===== config.mk =====
export PLATFORM = sky130hd
export DESIGN_NAME = round_sequencer
export DESIGN_NICKNAME = d
export VERILOG_FILES = /design/src/rtl/round_pkg.sv /design/src/rtl/btn_edge.sv /design/src/rtl/round_sequencer.sv
export SDC_FILE = /design/constraint.sdc
export NUM_CORES = 1
export LEC_CHECK = 0
export ABC_AREA = 1
export ABC_CLOCK_PERIOD_IN_PS = 3800
export CORE_MARGIN = 5
export CORE_UTILIZATION = 44
export DETAILED_ROUTE_END_ITERATION = 12
export GPL_TIMING_DRIVEN = 0
export PLACE_DENSITY = 0.72
export SLEW_MARGIN = 20
export SYNTH_ARGS = -nofsm -noshare
export SYNTH_HDL_FRONTEND = slang
export SYNTH_SLANG_ARGS = --single-unit

===== constraint.sdc =====
create_clock -name clock -period 3.8 [get_ports clock]
set_input_delay 0.38 -clock clock [delete_from_list [all_inputs] [get_ports clock]]
set_output_delay 0.38 -clock clock [all_outputs]
set_load 0.1 [all_outputs]

===== src/rtl/round_pkg.sv =====
// Shared types, codes and widths for the 21 card game round sequencer.
// No logic: states, turn/outcome encodings and the no-bust score compare.
// Imported by round_sequencer and its testbench.
package round_pkg;

  localparam int SCORE_W = 6;
  localparam int CARD_W  = 4;

  typedef enum logic [2:0] {
    P_WAIT  = 3'd0,
    P_REQ   = 3'd1,
    P_ADD   = 3'd2,
    D_CHECK = 3'd3,
    D_REQ   = 3'd4,
    D_ADD   = 3'd5,
    D_PAUSE = 3'd6,
    RESULT  = 3'd7
  } state_e;

  localparam logic [2:0] TURN_PLAYER = 3'b000;
  localparam logic [2:0] TURN_DEALER = 3'b010;
  localparam logic [2:0] TURN_END    = 3'b100;

  localparam logic [1:0] OUT_NONE   = 2'b00;
  localparam logic [1:0] OUT_PLAYER = 2'b01;
  localparam logic [1:0] OUT_DEALER = 2'b10;
  localparam logic [1:0] OUT_PUSH   = 2'b11;

  // Outcome of a round where neither side has bust: higher total wins.
  function automatic logic [1:0] compare_scores(input logic [SCORE_W-1:0] player,
                                                input logic [SCORE_W-1:0] dealer);
    if (player > dealer) begin
      return OUT_PLAYER;
    end else if (dealer > player) begin
      return OUT_DEALER;
    end
    return OUT_PUSH;
  endfunction

endpackage


===== src/rtl/btn_edge.sv =====
// Button register plus rising-edge detector; one pulse per press however long it is held.
// Latency: pulse is combinational in the cycle the level first reads high.
// No backpressure: a pulse that the consumer ignores is simply lost.
module btn_edge (
  input  logic clk_i,
  input  logic rst_i,
  input  logic btn_i,
  output logic rise_o
);

  logic btn_q;

  // Remember last cycle's button level.
  always_ff @(posedge clk_i or posedge rst_i) begin
    if (rst_i) begin
      btn_q <= 1'b0;
    end else begin
      btn_q <= btn_i;
    end
  end

  assign rise_o = btn_i & ~btn_q;

endmodule


===== src/rtl/round_sequencer.sv =====
// Round control FSM for 21: player draws/holds, dealer auto-draws to DEALER_STAND, outcome decided.
// Latency: card accepted in the card_valid cycle, added to the score the following cycle.
// Backpressure: draw_req held until card_valid with a nonzero card; optional ROUND_SEQ_DEALER_PAUSE_EN adds a dealer pause.
module round_sequencer
    import round_pkg::*;
#(
    parameter int unsigned DEALER_STAND = 17,
    parameter int unsigned BUST_LIMIT   = 21,
    parameter int unsigned PAUSE_CYCLES = 25000000
) (
    input  logic               clock,
    input  logic               reset,
    input  logic               next_btn,
    input  logic               draw_btn,
    input  logic               card_valid,
    input  logic [CARD_W-1:0]  card_in,
    output logic               draw_req,
    output logic [SCORE_W-1:0] player_score,
    output logic [SCORE_W-1:0] dealer_score,
    output logic [CARD_W-1:0]  last_card,
    output logic [2:0]         turn,
    output logic [1:0]         outcome
);

    localparam logic [SCORE_W-1:0] STAND_L = SCORE_W'(DEALER_STAND);
    localparam logic [SCORE_W-1:0] BUST_L  = SCORE_W'(BUST_LIMIT);

    state_e               state_q, state_d;
    logic [SCORE_W-1:0]   player_q, player_d;
    logic [SCORE_W-1:0]   dealer_q, dealer_d;
    logic [CARD_W-1:0]    last_q, last_d;
    logic [1:0]           outcome_q, outcome_d;
    logic                 draw_ev, next_ev;
    logic                 card_ok;
    logic [SCORE_W-1:0]   card_ext, player_sum, dealer_sum;

`ifdef ROUND_SEQ_DEALER_PAUSE_EN
    localparam logic [24:0] PAUSE_LOAD = 25'(PAUSE_CYCLES - 1);
    logic [24:0]          pause_q, pause_d;
`endif

    btn_edge u_draw_edge (
        .clk_i  (clock),
        .rst_i  (reset),
        .btn_i  (draw_btn),
        .rise_o (draw_ev)
    );

    btn_edge u_next_edge (
        .clk_i  (clock),
        .rst_i  (reset),
        .btn_i  (next_btn),
        .rise_o (next_ev)
    );

    // A zero card is not a legal value; keep requesting until a real one arrives.
    assign card_ok    = card_valid && (card_in != '0);
    assign card_ext   = {{(SCORE_W-CARD_W){1'b0}}, last_q};
    assign player_sum = player_q + card_ext;
    assign dealer_sum = dealer_q + card_ext;

    assign player_score = player_q;
    assign dealer_score = dealer_q;
    assign last_card    = last_q;
    assign outcome      = outcome_q;

    // State and datapath registers; reset also drops draw_req since it decodes from state.
    always_ff @(posedge clock or posedge reset) begin
        if (reset) begin
            state_q   <= P_WAIT;
            player_q  <= '0;
            dealer_q  <= '0;
            last_q    <= '0;
            outcome_q <= OUT_NONE;
`ifdef ROUND_SEQ_DEALER_PAUSE_EN
            pause_q   <= '0;
`endif
        end else begin
            state_q   <= state_d;
            player_q  <= player_d;
            dealer_q  <= dealer_d;
            last_q    <= last_d;
            outcome_q <= outcome_d;
`ifdef ROUND_SEQ_DEALER_PAUSE_EN
            pause_q   <= pause_d;
`endif
        end
    end

    // Next-state, score updates and the decoded draw_req/turn outputs.
    always_comb begin
        state_d   = state_q;
        player_d  = player_q;
        dealer_d  = dealer_q;
        last_d    = last_q;
        outcome_d = outcome_q;
`ifdef ROUND_SEQ_DEALER_PAUSE_EN
        pause_d   = pause_q;
`endif
        draw_req  = 1'b0;
        turn      = TURN_PLAYER;

        case (state_q)
            P_WAIT: begin
                // Draw takes priority over hold when both are pressed together.
                if (draw_ev) begin
                    state_d = P_REQ;
                end else if (next_ev) begin
                    state_d = D_CHECK;
                end
            end
            P_REQ: begin
                draw_req = 1'b1;
                if (card_ok) begin
                    last_d  = card_in;
                    state_d = P_ADD;
                end
            end
            P_ADD: begin
                player_d = player_sum;
                if (player_sum > BUST_L) begin
                    outcome_d = OUT_DEALER;
                    state_d   = RESULT;
                end else begin
                    state_d = P_WAIT;
                end
            end
            D_CHECK: begin
                turn = TURN_DEALER;
                if (dealer_q > BUST_L) begin
                    outcome_d = OUT_PLAYER;
                    state_d   = RESULT;
                end else if (dealer_q >= STAND_L) begin
                    outcome_d = compare_scores(player_q, dealer_q);
                    state_d   = RESULT;
                end else begin
                    state_d = D_REQ;
                end
            end
            D_REQ: begin
                turn     = TURN_DEALER;
                draw_req = 1'b1;
                if (card_ok) begin
                    last_d  = card_in;
                    state_d = D_ADD;
                end
            end
            D_ADD: begin
                turn     = TURN_DEALER;
                dealer_d = dealer_sum;
`ifdef ROUND_SEQ_DEALER_PAUSE_EN
                pause_d  = PAUSE_LOAD;
                state_d  = D_PAUSE;
`else
                state_d  = D_CHECK;
`endif
            end
            D_PAUSE: begin
                turn = TURN_DEALER;
`ifdef ROUND_SEQ_DEALER_PAUSE_EN
                // Hold the dealer's card on the display before deciding the next draw.
                if (pause_q == '0) begin
                    state_d = D_CHECK;
                end else begin
                    pause_d = pause_q - 25'd1;
                end
`else
                state_d = D_CHECK;
`endif
            end
            RESULT: begin
                turn = TURN_END;
                if (next_ev) begin
                    player_d  = '0;
                    dealer_d  = '0;
                    last_d    = '0;
                    outcome_d = OUT_NONE;
                    state_d   = P_WAIT;
                end
            end
            default: begin
                state_d = P_WAIT;
            end
        endcase
    end

endmodule


==> flow_metrics.env <==
export IMPL_holdWs_ns=0.490
export IMPL_relSlewSlack_pct=34.5
export IMPL_drt_iter0_drc=55
export IMPL_grt_max_degree=24
export IMPL_finalHoldViolCount=0
export IMPL_cp_common_cell="nand2_1"
export IMPL_fmax_ghz=0.361
export IMPL_netlist_top_cells_area="dfrtp_1 (35%), nand2_1 (13%), ha_1 (11%)"
export IMPL_place_inst=300
export IMPL_drc=0
export IMPL_arrival_ns=2.39
export IMPL_clk_pin_slew_ns=0.08
export IMPL_synth_async_reset_ratio_pct=100
export IMPL_synth_avg_cell_area_sq_um=7.36
export IMPL_r2r_cells=11
export IMPL_netlist_area_sq_mm=0.00164
export IMPL_finalWorstPathRequiredPeriod_ns=2.77
export IMPL_reg2reg_to="state_q[2]$_DFFE_PP0P_"
export IMPL_hp_start="outcome[1]$_DFFE_PP0P_"
export IMPL_grt_first_pass_wirelength_mm=5.83
export IMPL_setup_viol=0
export IMPL_instances_no_fill=304
export IMPL_yosys_top_cells_count="nand2_1 (55), inv_1 (35), nand3_1 (27), dfrtp_1 (23), nor2_1 (15)"
export IMPL_reg2reg_from="player_score[0]$_DFFE_PP0P_"
export IMPL_yosysMostFrequentCell="nand2_1"
export IMPL_fin_crit_sh_pct=72.9
export IMPL_die_width_microns=71.1
export IMPL_netlist_instances=223
export IMPL_post_cts_buffers=0
export IMPL_grt_use_total_pct=14.3
export IMPL_drv_slew=0
export IMPL_holdPathStages=2
export IMPL_crit_type="flop to output port"
export IMPL_root_buffer="clkbuf_8"
export IMPL_postRouteAntennaNets=0
export IMPL_drv_cap=0
export IMPL_synth_cell_types=28
export IMPL_fin_tns_setup_ns=0
export IMPL_ff2ff_setup_slack_ns=1.67
export IMPL_cts_buffers_inserted=3
export IMPL_dp_hpwl_mm=2.83
export IMPL_drive_gt1_share_pct=7.03
export IMPL_grt_pass1_vias=1363
export IMPL_yosysSeqAreaShare_pct=35.1
export IMPL_avgRoutedWirePerCell_microns=11.3
export IMPL_hp_class="flop to flop"
export IMPL_fillers=371
export IMPL_io_pins=31
export IMPL_num_vias=1490
export IMPL_nets=282
export IMPL_antenna_diode_count=0
export IMPL_clock_skew_ns=0.00306
export IMPL_clock_latency_ns=0.26
export IMPL_cp_slowest_stage_delay_ns=1.14
export IMPL_status="completed"
export IMPL_initial_core_util_pct=45.2
export IMPL_antenna_found_initial=0
export IMPL_gr_total_overflow=0
export IMPL_critPathSlowestCell="clkdlybuf4s50_1"
export IMPL_whs_endpoint="outcome[1]$_DFFE_PP0P_"
export IMPL_clock_sinks=23
export IMPL_ys_flop_type="dfrtp_1"
export IMPL_finalWeightedCongestion=0.792
export IMPL_dieHeight_microns=71.1
export IMPL_tritoncts="done"
export IMPL_synth_seq_cells=23
export IMPL_die_area_sq_mm=0.00505
export IMPL_core_sq_mm=0.00363
export IMPL_required_ns=3.42
export IMPL_cts_buffer_depth=2
export IMPL_post_drt_via_cell_ratio=4.90
export IMPL_synth_top_cell_area_share_pct=35.1
export IMPL_rows=22
export IMPL_rsz0062_at_grt="false"
export IMPL_syn_to_final_growth_pct=24.1
export IMPL_synth_edf_count=0
export IMPL_syn_num_nets=248
export IMPL_crit_chain="nor2_1, nand2_1, nand2_1, clkdlybuf4s50_1"
export IMPL_finalWirelength_mm=3.43
export IMPL_crit_path_start_kind="flop"
export IMPL_yosys_warnings=0
export IMPL_cts_resized=0
export IMPL_worst_slew_pin_slew_ns=0.980
export IMPL_htreeDepth=1
export IMPL_cts_hold_buf=0
export IMPL_end_kind="output port"
export IMPL_path_max_fanout=6
export IMPL_first_pass_iters=6
export IMPL_portBuffers=29
export IMPL_synth_largest_area_cell="dfrtp_1"
[registers in the layout, indices dropped and copies added (netlist names)]
name,count
state_q,3
outcome,2
last_card,4
dealer_score,6
u_draw_edge.btn_q,1
player_score,6
u_next_edge.btn_q,1
[critical path: cells and delay by family, from the launching register on]
kind	cells	cell delay [ns]
buffers and inverters	1	1.14
AND/OR/NAND/NOR	3	0.53
flip-flops	1	0.46
[worst max-delay path by stage]
| stage | start | endpoint | slack [ns] |
|---|---|---|---|
| finish | state_q[0]$_DFFE_PP0P_ | draw_req | 1.03 |
| global route | state_q[0]$_DFFE_PP0P_ | draw_req | 0.91 |
| CTS | state_q[0]$_DFFE_PP0P_ | draw_req | 1.03 |
| detailed placement | state_q[0]$_DFFE_PP0P_ | turn[1] | 1.35 |
| global placement | state_q[0]$_DFFE_PP0P_ | draw_req | 1.33 |
| floorplan | player_score[0]$_DFFE_PP0P_ | outcome[0]$_DFFE_PP0P_ | 1.31 |
[cell families after synthesis]
kind of cell,synth area share [%]
flip-flops,35.1
XOR/XNOR,1.07
AND/OR/NAND/NOR,30.3
other,0.228
AO/OA/AOI/OAI,10.9
buffers and inverters,9.38
adder cells (fa/ha/maj),13.1
[layout make-up]
type	instances	area (sq um)	share of cell area, %
Buffer	1	7.51	0.369
Inverter	39	146	7.19
Timing Repair Buffer	29	290	14.3
Sequential cell	23	576	28.3
Clock buffer	4	45.0	2.21
Tap cell	48	60.1	2.95
Multi-Input combinational cell	160	912	44.8
[placed cells by master, fill, tap and decap left out, types with 2 or more instances in the layout]
cell / instances
nand3_1: 27
inv_1: 35
nand2_2: 3
nand4_1: 3
o21ai_0: 13
clkbuf_8: 3
clkdlybuf4s50_1: 29
nor3_1: 2
fa_1: 2
dfrtp_1: 23
ha_1: 14
inv_2: 4
nor2_1: 15
o22ai_1: 4
a21oi_1: 9
nand2_1: 55
[layer usage]
layer	part of all wire [%]	routed length, microns	GRT usage [%]	up-vias
li1	-	-	-	786
met1	48	1640	18.3	680
met2	48	1640	24.9	22
met3	3.7	128	2.41	2
met4	0.52	18	3.76	0
met5	0	0	0	-
[metrics by stage]
stage	area, sq um	util [%]	setup slack (ns)
6_report	2040	56.1	1.03
5_1_grt	2040	56.1	0.914
4_1_cts	2040	56.1	1.03
3_5_place_dp	1990	54.8	1.35
3_3_place_gp	1990	54.8	1.33
2_1_floorplan	1640	-	1.31
Power is left out: the tool's default activity adds up to more than one toggle a clock period on the data nets, which glitch-free logic cannot reach.
